`src/rtl/qeciphy_rx_frame_sync.sv`:
```
// Receive-side frame synchroniser.
// Hunts for the frame alignment word (FAW) in the raw 64-bit word stream and
// confirms it over several frames before declaring lock. While locked it
// regenerates the 64-word frame cadence: one FAW word, then nine groups of
// six data words plus one CRC word. The boundary flags are registered
// alongside the delayed data, so each flag always describes the word that is
// currently on tdata_o.
module qeciphy_rx_frame_sync #(
    parameter logic [63:0] FAW_WORD     = 64'hD1CE_FA11_0A1E_5EED,
    parameter int unsigned LOCK_COUNT   = 3,
    parameter int unsigned UNLOCK_COUNT = 4
) (
    input  logic        clk_i,
    input  logic        rst_n_i,
    input  logic        enable_i,
    input  logic [63:0] tdata_i,
    output logic [63:0] tdata_o,
    output logic        faw_boundary_o,
    output logic        crc_boundary_o,
    output logic        locked_o,
    output logic        lock_lost_o
);

    typedef enum logic [1:0] {
        ST_SEARCH = 2'd0,
        ST_VERIFY = 2'd1,
        ST_LOCKED = 2'd2
    } state_t;

    localparam logic [3:0] LOCK_CNT_C   = 4'(LOCK_COUNT);
    localparam logic [3:0] UNLOCK_CNT_C = 4'(UNLOCK_COUNT);

    // A CRC slot is any non-zero position that is a multiple of seven.
    // The mod-7 sub-counter supplies the residue, so no divider is needed.
    function automatic logic is_crc_slot(input logic [5:0] pos, input logic [2:0] mod7);
        return (pos != 6'd0) && (mod7 == 3'd0);
    endfunction

    // Advance the mod-7 residue alongside the position counter. 63 is a
    // multiple of 7, so the residue also returns to 0 when pos wraps.
    function automatic logic [2:0] next_mod7(input logic [5:0] pos, input logic [2:0] mod7);
        logic [2:0] res;
        if (pos == 6'd63) begin
            res = 3'd0;
        end else if (mod7 == 3'd6) begin
            res = 3'd0;
        end else begin
            res = mod7 + 3'd1;
        end
        return res;
    endfunction

    // pos_r / mod7_r describe the word currently presented on tdata_i.
    state_t      state_r;
    logic [5:0]  pos_r;
    logic [2:0]  mod7_r;
    logic [3:0]  match_cnt_r;
    logic [3:0]  miss_cnt_r;

    logic [63:0] tdata_r;
    logic        faw_r;
    logic        crc_r;
    logic        locked_r;
    logic        lost_r;

    state_t      state_nxt_s;
    logic [5:0]  pos_nxt_s;
    logic [2:0]  mod7_nxt_s;
    logic [3:0]  match_nxt_s;
    logic [3:0]  miss_nxt_s;
    logic        faw_nxt_s;
    logic        crc_nxt_s;
    logic        locked_nxt_s;
    logic        lost_nxt_s;
    logic        faw_hit_s;
    logic        at_pos0_s;

    assign faw_hit_s = (tdata_i == FAW_WORD);
    assign at_pos0_s = (pos_r == 6'd0);

    // Next-state, counter and boundary-flag decode for the word on tdata_i.
    always_comb begin
        state_nxt_s = state_r;
        pos_nxt_s   = pos_r + 6'd1;
        mod7_nxt_s  = next_mod7(pos_r, mod7_r);
        match_nxt_s = match_cnt_r;
        miss_nxt_s  = miss_cnt_r;
        faw_nxt_s   = 1'b0;
        crc_nxt_s   = 1'b0;

        if (!enable_i) begin
            state_nxt_s = ST_SEARCH;
            pos_nxt_s   = 6'd0;
            mod7_nxt_s  = 3'd0;
            match_nxt_s = 4'd0;
            miss_nxt_s  = 4'd0;
        end else begin
            case (state_r)
                ST_SEARCH: begin
                    miss_nxt_s = 4'd0;
                    if (faw_hit_s) begin
                        // This word is position 0, so the next one is position 1.
                        pos_nxt_s   = 6'd1;
                        mod7_nxt_s  = 3'd1;
                        match_nxt_s = 4'd1;
                        if (LOCK_CNT_C == 4'd1) begin
                            state_nxt_s = ST_LOCKED;
                            faw_nxt_s   = 1'b1;
                            match_nxt_s = 4'd0;
                        end else begin
                            state_nxt_s = ST_VERIFY;
                        end
                    end else begin
                        pos_nxt_s   = 6'd0;
                        mod7_nxt_s  = 3'd0;
                        match_nxt_s = 4'd0;
                    end
                end

                ST_VERIFY: begin
                    // Only position 0 is examined; look-alikes elsewhere are data.
                    if (at_pos0_s) begin
                        if (faw_hit_s) begin
                            if ((match_cnt_r + 4'd1) == LOCK_CNT_C) begin
                                state_nxt_s = ST_LOCKED;
                                faw_nxt_s   = 1'b1;
                                match_nxt_s = 4'd0;
                                miss_nxt_s  = 4'd0;
                            end else begin
                                match_nxt_s = match_cnt_r + 4'd1;
                            end
                        end else begin
                            // The failing word is not reconsidered as a new candidate.
                            state_nxt_s = ST_SEARCH;
                            pos_nxt_s   = 6'd0;
                            mod7_nxt_s  = 3'd0;
                            match_nxt_s = 4'd0;
                        end
                    end else begin
                        match_nxt_s = match_cnt_r;
                    end
                end

                ST_LOCKED: begin
                    crc_nxt_s = is_crc_slot(pos_r, mod7_r);
                    if (at_pos0_s) begin
                        if (faw_hit_s) begin
                            miss_nxt_s = 4'd0;
                            faw_nxt_s  = 1'b1;
                        end else if ((miss_cnt_r + 4'd1) == UNLOCK_CNT_C) begin
                            // Lock drops here, so this word gets no FAW flag.
                            state_nxt_s = ST_SEARCH;
                            pos_nxt_s   = 6'd0;
                            mod7_nxt_s  = 3'd0;
                            miss_nxt_s  = 4'd0;
                            match_nxt_s = 4'd0;
                        end else begin
                            miss_nxt_s = miss_cnt_r + 4'd1;
                            faw_nxt_s  = 1'b1;
                        end
                    end else begin
                        miss_nxt_s = miss_cnt_r;
                    end
                end

                default: begin
                    state_nxt_s = ST_SEARCH;
                    pos_nxt_s   = 6'd0;
                    mod7_nxt_s  = 3'd0;
                    match_nxt_s = 4'd0;
                    miss_nxt_s  = 4'd0;
                end
            endcase
        end

        locked_nxt_s = (state_nxt_s == ST_LOCKED);
        lost_nxt_s   = (state_r == ST_LOCKED) && (state_nxt_s != ST_LOCKED);
    end

    // Frame state and alignment counters.
    always_ff @(posedge clk_i or negedge rst_n_i) begin
        if (!rst_n_i) begin
            state_r     <= ST_SEARCH;
            pos_r       <= 6'd0;
            mod7_r      <= 3'd0;
            match_cnt_r <= 4'd0;
            miss_cnt_r  <= 4'd0;
        end else begin
            state_r     <= state_nxt_s;
            pos_r       <= pos_nxt_s;
            mod7_r      <= mod7_nxt_s;
            match_cnt_r <= match_nxt_s;
            miss_cnt_r  <= miss_nxt_s;
        end
    end

    // Output register: delayed data with the flags that qualify it.
    always_ff @(posedge clk_i or negedge rst_n_i) begin
        if (!rst_n_i) begin
            tdata_r  <= 64'd0;
            faw_r    <= 1'b0;
            crc_r    <= 1'b0;
            locked_r <= 1'b0;
            lost_r   <= 1'b0;
        end else begin
            tdata_r  <= tdata_i;
            faw_r    <= faw_nxt_s;
            crc_r    <= crc_nxt_s;
            locked_r <= locked_nxt_s;
            lost_r   <= lost_nxt_s;
        end
    end

    assign tdata_o        = tdata_r;
    assign faw_boundary_o = faw_r;
    assign crc_boundary_o = crc_r;
    assign locked_o       = locked_r;
    assign lock_lost_o    = lost_r;

endmodule

```
`config.mk`:
```
export PLATFORM = sky130hd
export DESIGN_NAME = qeciphy_rx_frame_sync
export DESIGN_NICKNAME = d
export VERILOG_FILES = /design/src/rtl/qeciphy_rx_frame_sync.sv
export SDC_FILE = /design/constraint.sdc
export NUM_CORES = 1
export LEC_CHECK = 0
export ABC_AREA = 0
export CORE_UTILIZATION = 35
export CTS_CLUSTER_DIAMETER = 30
export DETAILED_ROUTE_END_ITERATION = 10
export GPL_TIMING_DRIVEN = 0
export PLACE_DENSITY = 0.79
export RECOVER_POWER = 100
export SETUP_SLACK_MARGIN = 0.2
export SLEW_MARGIN = 20
export SYNTH_ARGS = -nofsm -noshare
export SYNTH_HDL_FRONTEND = slang
export SYNTH_SLANG_ARGS = --single-unit
```
`constraint.sdc`:
```
create_clock -name clk_i -period 2.45 [get_ports clk_i]
set_input_delay 0.49 -clock clk_i [delete_from_list [all_inputs] [get_ports clk_i]]
set_output_delay 0.49 -clock clk_i [all_outputs]
set_load 0.1 [all_outputs]
```
Word-level counts from Yosys, hierarchy flattened:

Cells that the tools add are included.

* latch bits: 0
* memory bits (read-only): 0
* memories kept: 0
* flip-flop bits (word level): 87
* word-level logic and storage cells: 91
* RAM bits: 0

* equal/unequal tests: 15
* add/sub/neg operators: 4
* order comparisons: 0
* bitwise gates (word level): 0
* shift operators: 0
* reduce and logical (&&, ||, !) cells: 8
* mux-type cells: 54
* $mul: 0
* div/mod/pow operators: 0

Operator list (count)
* equality test 64 bit (second input constant): 1
* 2-to-1 mux 4 bit: 14
* 2-to-1 mux 6 bit: 6
* 2-to-1 mux 3 bit: 8
* != test 3 bit (second input constant): 6
* one-hot mux 6 bit (3 select lines): 1
* 2-to-1 mux 2 bit: 8
* 2-to-1 mux 1 bit: 12
* one-hot mux 4 bit (3 select lines): 1
* one-hot mux 3 bit (3 select lines): 1
* adder 4 x 1 -> 4 bit (second input constant): 2
* one-hot mux 4 bit (2 select lines): 1
* AND reduction 4 bit: 2
* adder 6 x 1 -> 6 bit (second input constant): 1
* equality test 6 bit (second input constant): 1
* zero test 6 bit: 1
* one-hot mux 2 bit (3 select lines): 1
* nonzero test 6 bit: 1
* equality test 2 bit (second input constant): 2
* equality test 4 x 2 -> 1 bit (second input constant): 1
* equality test 4 x 3 -> 1 bit (second input constant): 1
* adder 3 x 1 -> 3 bit (second input constant): 1
* equality test 3 bit (second input constant): 1
* zero test 3 bit: 1
* other kinds (5): 6

Depth between registers and ports, before layout:

* depth in word-level cells: 9
* depth in mapped cells: 8
* gate-level depth less buffers: 8

Least setup slack after synthesis:

Ideal clock, no wire load.

* kind: input port to flip-flop
* start point: in tdata_i[8]
* end point: reg match_cnt_r[2]
* arrival: 2118 ps
* setup time: 64 ps
* data required time: 2386 ps
* path slack: 269 ps
* stages on the path: 6
* path buffers: 0
* path through: nor4b_2 > nand4_1 > or4_4 > or4_4 > a21oi_1 > a21o_1

* word-level cells in the longest chain between the ends: 5
* elaborated cells between the ends (all ways): 7
* those cells by class: 2 x eq/ne; 4 x mux; 1 x reduce/logical

RTL lines
* start: declaration: line 16 `input logic [63:0] tdata_i,`
* equality test 64 bit *: line 78 `assign faw_hit_s = (tdata_i == FAW_WORD);`
* 2-to-1 mux 4 bit: line 123 `if (faw_hit_s) begin`
* 2-to-1 mux 4 bit: line 122 `if (at_pos0_s) begin`
* one-hot mux 4 bit (3 select lines): line 98 `case (state_r)`
* 2-to-1 mux 4 bit: line 91 `if (!enable_i) begin`
* end signal: assignment: line 192 `match_cnt_r <= match_nxt_s;`
* end: declaration: line 57 `logic [3:0] match_cnt_r;`

Every way passes the cells marked *; elsewhere a longest branch is shown, timed or not. The select of a mux whose other input is x is not followed.
A chain may end at the register's enable or synchronous reset.

Worst setup path after layout:

* start point: in tdata_i[17]
* end point: reg match_cnt_r[2]

The elaborated chain is that of the path after synthesis.

==> results.md <==
| Group | Quantity | This run |
| --- | --- | --- |
| outcome | Status | complete, but fails checks |
| outcome | Violated checks | capacitance limit, slew limit |
| clocking | Latest clock arrival within the worst-skew pair | 0.35 ns |
| clocking | Number of buffers inserted for hold repair after clock tree synthesis | 0 |
| worst setup path | Req. time, crit path | 2.75 ns |
| layout | Diode count | 0 |
| placed design | Final GP Congestion | 0.8588 |
| placed design | Placed Cells | 463 |
| sta | Post-layout min period | 2.293 ns |
| worst setup path | Setup CP Type | primary input to flop |
| layout | Layout cells sized above 1 | 0.1333 |
| pwr | Clock power frac | 0.303 |
| worst setup path | Most numerous cell on the critical path | or4_4 |
| sta | Setup repair after global routing missed its margin | no |
| synthesis | Total standard cell area after synthesis | 0.003181 sq mm |
| synthesis | Share of the yosys chip area belonging to registers | 0.6845 |
| worst setup path | Crit path max-delay family | simple AND/OR/NAND/NOR gates |
| sta | Final total negative setup slack | 0 ns |
| routing | Number of routed nets with antenna violations | 0 |
| synthesis | Mean instance size in the synthesized netlist | 14.46 sq um |
| floorplanning | Core Box Area | 0.008763 sq mm |
| global routing | Initial antenna violation count | 0 |
| floorplanning | Standard-cell row count | 34 |
| global routing | Gr usage total | 0.1749 |
| synthesis | Cells after Synth | 220 |
| worst setup path | Data arrival time of the critical path | 2.59 ns |
| worst setup path | Critical Path Max Stage Delay | 0.61 ns |
| worst setup path | Slowest library cell on the worst path | or4_4 |
| sta | Worst Hold Margin | 0.2720 ns |
| pwr | IR drop worst, VDD | 0.0002589 V |
| placed design | Half-perimeter wire length of the detailed placement result | 5.949 mm |
| clocking | CTS tree | yes |
| sta | Final period utilization | 0.9358 |
| worst setup path | Kind of end point of the critical path | flop |
| global routing | Global-route wire length before repair | 12.86 mm |
| floorplanning | Total Die Area | 0.009472 sq mm |
| sta | Max-slew violation count | 37 |
| routing | Total detailed-routing wirelength | 7.938 mm |
| clocking | H-tree level count | 3 |
| synthesis | Synth Warn # | 0 |
| layout | Commonest cells after routing, fill and taps aside | 87 x dfrtp_1, 86 x clkbuf_1, 41 x dlygate4sd2_1 |
| sta | Final worst clock skew | 0.01233 ns |
| layout | Commonest non-fill, non-tap cell in the layout | dfrtp_1 |
| pwr | Pwr Density | 681.3 mW/mm^2 |
| sta | Final setup violation count | 0 |
| synthesis | Cell variety after synth | 47 |
| routing | Violation count after the first detailed-routing iteration | 86 |
| global routing | Vias in the first global route | 2,522 |
| clocking | Clock slew at the register clock pins of the worst setup and hold paths | 0.08 ns |
| worst setup path | Worst Setup Start Kind | primary input |
| synthesis | Total of flip-flops plus latches after synthesis | 87 |
| worst setup path | List of cells traversed by the critical path | clkdlybuf4s25_1 > and4b_2 > nand4_1 > or4_4 > or4_4 > a21oi_1 > a21o_1 |
| layout | Nets@finish | 448 |
| layout | Final non-filler cell total | 483 |
| worst setup path | Worst-path maximum fanout | 3 |
| pwr | Seq pwr share | 0.501 |
| sta | Slew at the pin closest to its max-slew limit | 2.042 ns |
| synthesis | Net count of the mapped netlist | 297 |
| layout | Number of filler instances in the final layout | 835 |
| synthesis | Number of synthesized flops with an enable pin | 0 |
| synthesis | Post-synth top flop | dfrtp_1 |
| pwr | P_leak | 1.963 nW |
| global routing | Overflow after GRT | 0 |
| synthesis | Async SR Flop Fraction | 1.000 |
| placed design | Post-placement worst setup slack | -0.5171 ns |
| layout | Area growth, synth to finish | 38.39% |
| clocking | Maximum count of clock buffers along a single path | 2 |
| pwr | Switching component of the power | 1.004 mW |
| pwr | Internal power | 1.995 mW |
| sta | Final Hold Violating Endpoints | 0 |
| floorplanning | Die Width | 97.33 microns |
| worst setup path | Number of buffers and inverters on the critical path | 1 |
| routing | Routed WL per cell | 16.43 microns |
| routing | Overall via count from detail_route | 2,347 |
| clocking | Clock buffer count from CTS | 9 |
| worst hold path | Class of the most critical hold timing path | primary input to flop |
| floorplanning | Floorplan die height | 97.33 microns |
| clocking | # clock sinks | 87 |
| routing | Vias/cell | 4.859 |
| placed design | Port Buffer Count | 134 |
| sta | Max-Slew Margin vs Limit | -0.3611 |
| pwr | Switch share | 0.3348 |
| floorplanning | Initial cell density of the core | 0.3629 |
| job | Max capacitance violation total | 1 |
| sta | Highest clock rate | 436.2 MHz |
| floorplanning | Top Ports | 135 |
| sta | Final worst slack | 0.1573 ns |
| routing | Initial DRT Pass Iterations | 4 |
| global routing | Largest net degree at the start of global routing | 52 |
| routing | DRC | 0 |
| clocking | Clock root buffer | clkbuf_8 |
| pwr | Combinational cell fraction of total power | 0.197 |
## area by class of cell
type / instances / area (sq um) / area share
multi-input combinational: 122 / 1041 / 0.2365
tap: 108 / 135.1 / 0.03070
clock inverter: 4 / 28.78 / 0.006538
clock buffer: 11 / 151.4 / 0.03439
timing repair buffer: 140 / 823.3 / 0.1870
buffer: 1 / 7.507 / 0.001706
sequential: 87 / 2177 / 0.4946
inverter: 10 / 37.54 / 0.008528
## flip-flops by register name, indices dropped and copies added (netlist names)
name,flops
tdata_o,64
faw_boundary_o,1
locked_o,1
miss_cnt_r,4
lock_lost_o,1
mod7_r,3
pos_r,6
match_cnt_r,4
state_r,2
crc_boundary_o,1
## power by group through the flow
stage | Clock, mW | Combinational, mW | Sequential [mW]
2_1_floorplan | 0 | 0.0132 | 1.93
3_3_place_gp | 0 | 0.683 | 1.53
3_5_place_dp | 0 | 0.694 | 1.53
4_1_cts | 0.943 | 0.628 | 1.50
5_1_grt | 0.998 | 0.609 | 1.51
6_report | 0.908 | 0.590 | 1.50
## what timing repair did
item / in CTS / in global routing
pin swaps: 20 / 14
resized for setup: 165 / 29
buffers inserted: 4 / 0
setup endpoints to repair: 90 / 7
gates cloned: 1 / 0
## kinds of logic (layout without fill, tap and decap cells)
logic type,after synthesis,count (layout),share of synthesized area
XOR/XNOR,7,7,0.01928
AO/OA/AOI/OAI,35,35,0.07829
flip-flops,87,87,0.6845
multiplexers,1,1,0.003540
buffers and inverters,11,166,0.01338
adder cells (fa/ha/maj),10,10,0.03934
AND/OR/NAND/NOR,69,69,0.1617
## layer usage
| metal | routed length (microns) | track usage |
|---|---|---|
| met1 | 3229 | 0.2061 |
| met2 | 4056 | 0.3017 |
| met3 | 565 | 0.04820 |
| met4 | 87 | 0.07127 |
| met5 | 0 | 0 |
## per-stage QoR
| stage | power [mW] | cell area (sq um) | util |
|---|---|---|---|
| after floorplan | 1.947 | 3181 | - |
| after CTS | 3.072 | 4822 | 0.5503 |
| after detailed placement | 2.226 | 4682 | 0.5343 |
| final | 2.999 | 4402 | 0.5023 |
| after global routing | 3.114 | 4402 | 0.5023 |
| after global placement | 2.212 | 4657 | 0.5314 |
## synthesized netlist by cell type (all sizes together) (3+ instances only)
master | number | area share
xnor2 | 3 | 0.0083
and4bb | 3 | 0.012
o2bb2ai | 3 | 0.0083
inv | 10 | 0.012
nor4b | 6 | 0.026
dfrtp | 87 | 0.68
nor2 | 12 | 0.014
nand2 | 5 | 0.0059
nand4 | 4 | 0.0079
nor3 | 3 | 0.0063
a21oi | 6 | 0.0094
nand2b | 3 | 0.0059
o21ai | 6 | 0.0094
a31oi | 4 | 0.0079
a21o | 4 | 0.0094
nand3 | 8 | 0.013
ha | 10 | 0.039
and4b | 8 | 0.028
xor2 | 4 | 0.011
## path summary, 6_finish.rpt
kind,end,cells past startpoint,slack (ns),start
worst max-delay path,match_cnt_r[2],7,0.16,tdata_i[17]
worst min-delay path,tdata_o[14],1,0.27,tdata_i[14]
worst max register to register,match_cnt_r[0],6,0.37,miss_cnt_r[0]
worst min register to register,mod7_r[0],1,0.54,mod7_r[0]
max in group asynchronous,mod7_r[0],1,0.56,rst_n_i
min in group asynchronous,tdata_o[50],1,0.71,rst_n_i
## worst register-to-register path, stage by stage, from the launching register on
cell     delay [ns]
dfrtp_1        0.45
ha_1           0.26
and3b_1        0.22
a31oi_1        0.16
o31a_2         0.36
o21a_4         0.23
mux2_2         0.27
No activity file was read; power rests on OpenSTA's default activity.
==> patch, RTL diff (same flow settings) <==
The output `tdata_o` loses its register stage (`tdata_r` becomes a continuous assignment).
--- a/src/rtl/qeciphy_rx_frame_sync.sv
+++ b/src/rtl/qeciphy_rx_frame_sync.sv
@@ -199,3 +199,2 @@
         if (!rst_n_i) begin
-            tdata_r  <= 64'd0;
             faw_r    <= 1'b0;
@@ -205,3 +204,2 @@
         end else begin
-            tdata_r  <= tdata_i;
             faw_r    <= faw_nxt_s;
@@ -212,2 +210,4 @@
     end
+
+    assign tdata_r = tdata_i;
 
Formal check against the unedited RTL: not equivalent (a bounded check fails within 4 cycles, from zero or initial values and one cycle with rst_n_i low).
==> patch against the unedited design <==
The run ends with negative setup slack left. Synthesized area fell by 30%. Power fell by 56%. Synthesized cell count rose by 12%. Non-clock buffer count rose by 71. Clock power fell by 74%. Combinational power rose by 21%. Worst setup slack got worse by 390 ps. Sequential power fell by 75%. Cell area fell by 14%. Via count rose by 0.34%. Wire length fell by 8.3%. Sequential cell count fell by 64. Die area fell by 29%. Register-to-register slack got worse by 320 ps. Largest power group is now combinational cells.
==> patch: results (changes against the unedited design) <==
[placed_design]
port_buffers=133  ; -0.75%
gp_congestion=0.840  ; -2.2%
place_hpwl_mm=5.96  ; +0.13%
post-place-cells=455  ; -1.7%

[drt]
first_iter_violations=143  ; +66%
wl_per_cell_um=15.5  ; -6.0%
via_count=2355  ; +0.34%

[global_routing]
grt_antenna_before_repair=0  ; unchanged
grt.met3_usage_pct=5.78  ; +0.96 points
grt_max_degree=24  ; -54%
use_met2_pct=43.9  ; +14 points
grt_pass1_wl_mm=11.5  ; -11%
track_usage_pct=22.6  ; +5.1 points
grt_pass1_vias=2466  ; -2.2%
grt_use_met1_pct=23.5  ; +2.9 points

[clock_network]
cts.sinks=23  ; -74%
cts_max_level=1  ; -2
clockBufferDepth=2  ; unchanged
cts_buffers=3  ; -6
clk_latency_ps=260  ; -90 ps

[synth]
synth_area_leaders=dfrtp_1 26%, buf_4 22%, ha_1 5.6%
avgSynthCellArea_um2=9.02  ; -38%
yosys-top-cells-count=64 x buf_4, 23 x dfrtp_1, 17 x nor2_1
syn_nets=324  ; +9.1%
yosysUniqueCellTypes=52  ; +11%
yosysSeqAreaShare_pct=25.8  ; -43 points

[timing]
tightest_slew_ps=1240  ; -799 ps
finalSetupViolCount=13  ; +13
fin_hold_ws_ps=465  ; +193 ps
layout_setup_ws_ps=-228  ; -385 ps
final.setup_skew_ps=5.31  ; -7.02 ps

[critical_path]
crit_fanout=5  ; +2
crit_path_max_incr_delay_ps=560  ; -50 ps
critPathLaunch=tdata_i[40]
r2r_start=match_cnt_r[0]
rrSetupSlack_ps=50  ; -320 ps
arrival_ps=2830  ; +240 ps
r2r.worst_path.cells=8  ; +2
reg2reg_to=miss_cnt_r[0]
crit_end=match_cnt_r[1]

[layout]
nClkBuffers=4  ; -7
inverters=6  ; -4
signal_buffers=212  ; +50%
buf_share_pct=45.2  ; +26 points
multiInputGateArea_um2=1340  ; +29%
clk_share_pct=1.19  ; -2.9 points
final.fill_count=521  ; -38%
register_area_um2=576  ; -74%
layout-drive-gt1-share_pct=38.1  ; +25 points

[outcome]
violations=negative setup slack
status=finished with violations

[pwr]
ir_drop_uv=373  ; +44%
leakage_nw=1.79  ; -8.6%

[min_path]
hold_class=in -> async

patch: changes by cell type after synthesis, sizes merged, moves of 4 or more:
cell and delta:
nor2 +5, nor4bb +8, buf +63, nand2 +6
inv -4, dfrtp -64, nand4 +5
patch: cell families after synthesis:
family          after synthesis  synth area share (%)
mux                           3                  1.46
compound gates               33                  12.0
flops                        23                  25.8
simple gates                101                  30.5
fa+ha+maj                    10                  5.61
xor+xnor                      4                  1.57
buf+inv                      73                  23.1
patch: repair_timing:
action | in CTS | in global routing
gates resized for setup | 205 | 41
endpoints found under the setup margin | 86 | 31
buffers inserted | 8 | 4
pin swaps | 17 | 16
patch: power breakdown:
group / internal (W) / leakage, nW / switching, W / total, W
sequential: 0.000379 / 0.322 / 0.0000000000000000000177 / 0.000379
clock: 0.000116 / 0.0228 / 0.000120 / 0.000236
combinational: 0.000201 / 1.45 / 0.000511 / 0.000712
patch: worst register-to-register path, cell delays in order (launching register included):
cell	delay (ps)
dfrtp_1	450
inv_1	90
ha_1	210
and3_1	180
a31oi_1	470
nor2_1	150
a21oi_2	240
or2_4	190
mux2_2	330
patch: stage by stage:
stage                     power, W  cell area (µm²)  utilization [%]  setup WS (ps)  setup TNS, ps
after CTS                  0.00136             3900             64.7           -202          -1050
after floorplan           0.000901             2250                -           -221          -1020
after global routing       0.00138             3790             62.9           -261          -2500
after global placement     0.00114             3680             61.1           -984         -33540
after detailed placement   0.00115             3680             61.1           -938         -33350
final                      0.00133             3790             62.9           -228          -1340
patch: per-layer routing:
metal  share of wire [%]  vias to the layer above
met2                  55                       78
met1                  38                     1125
li1                    -                     1144
met3                 5.9                        8
met4                 1.2                        0
met5                   0                        -
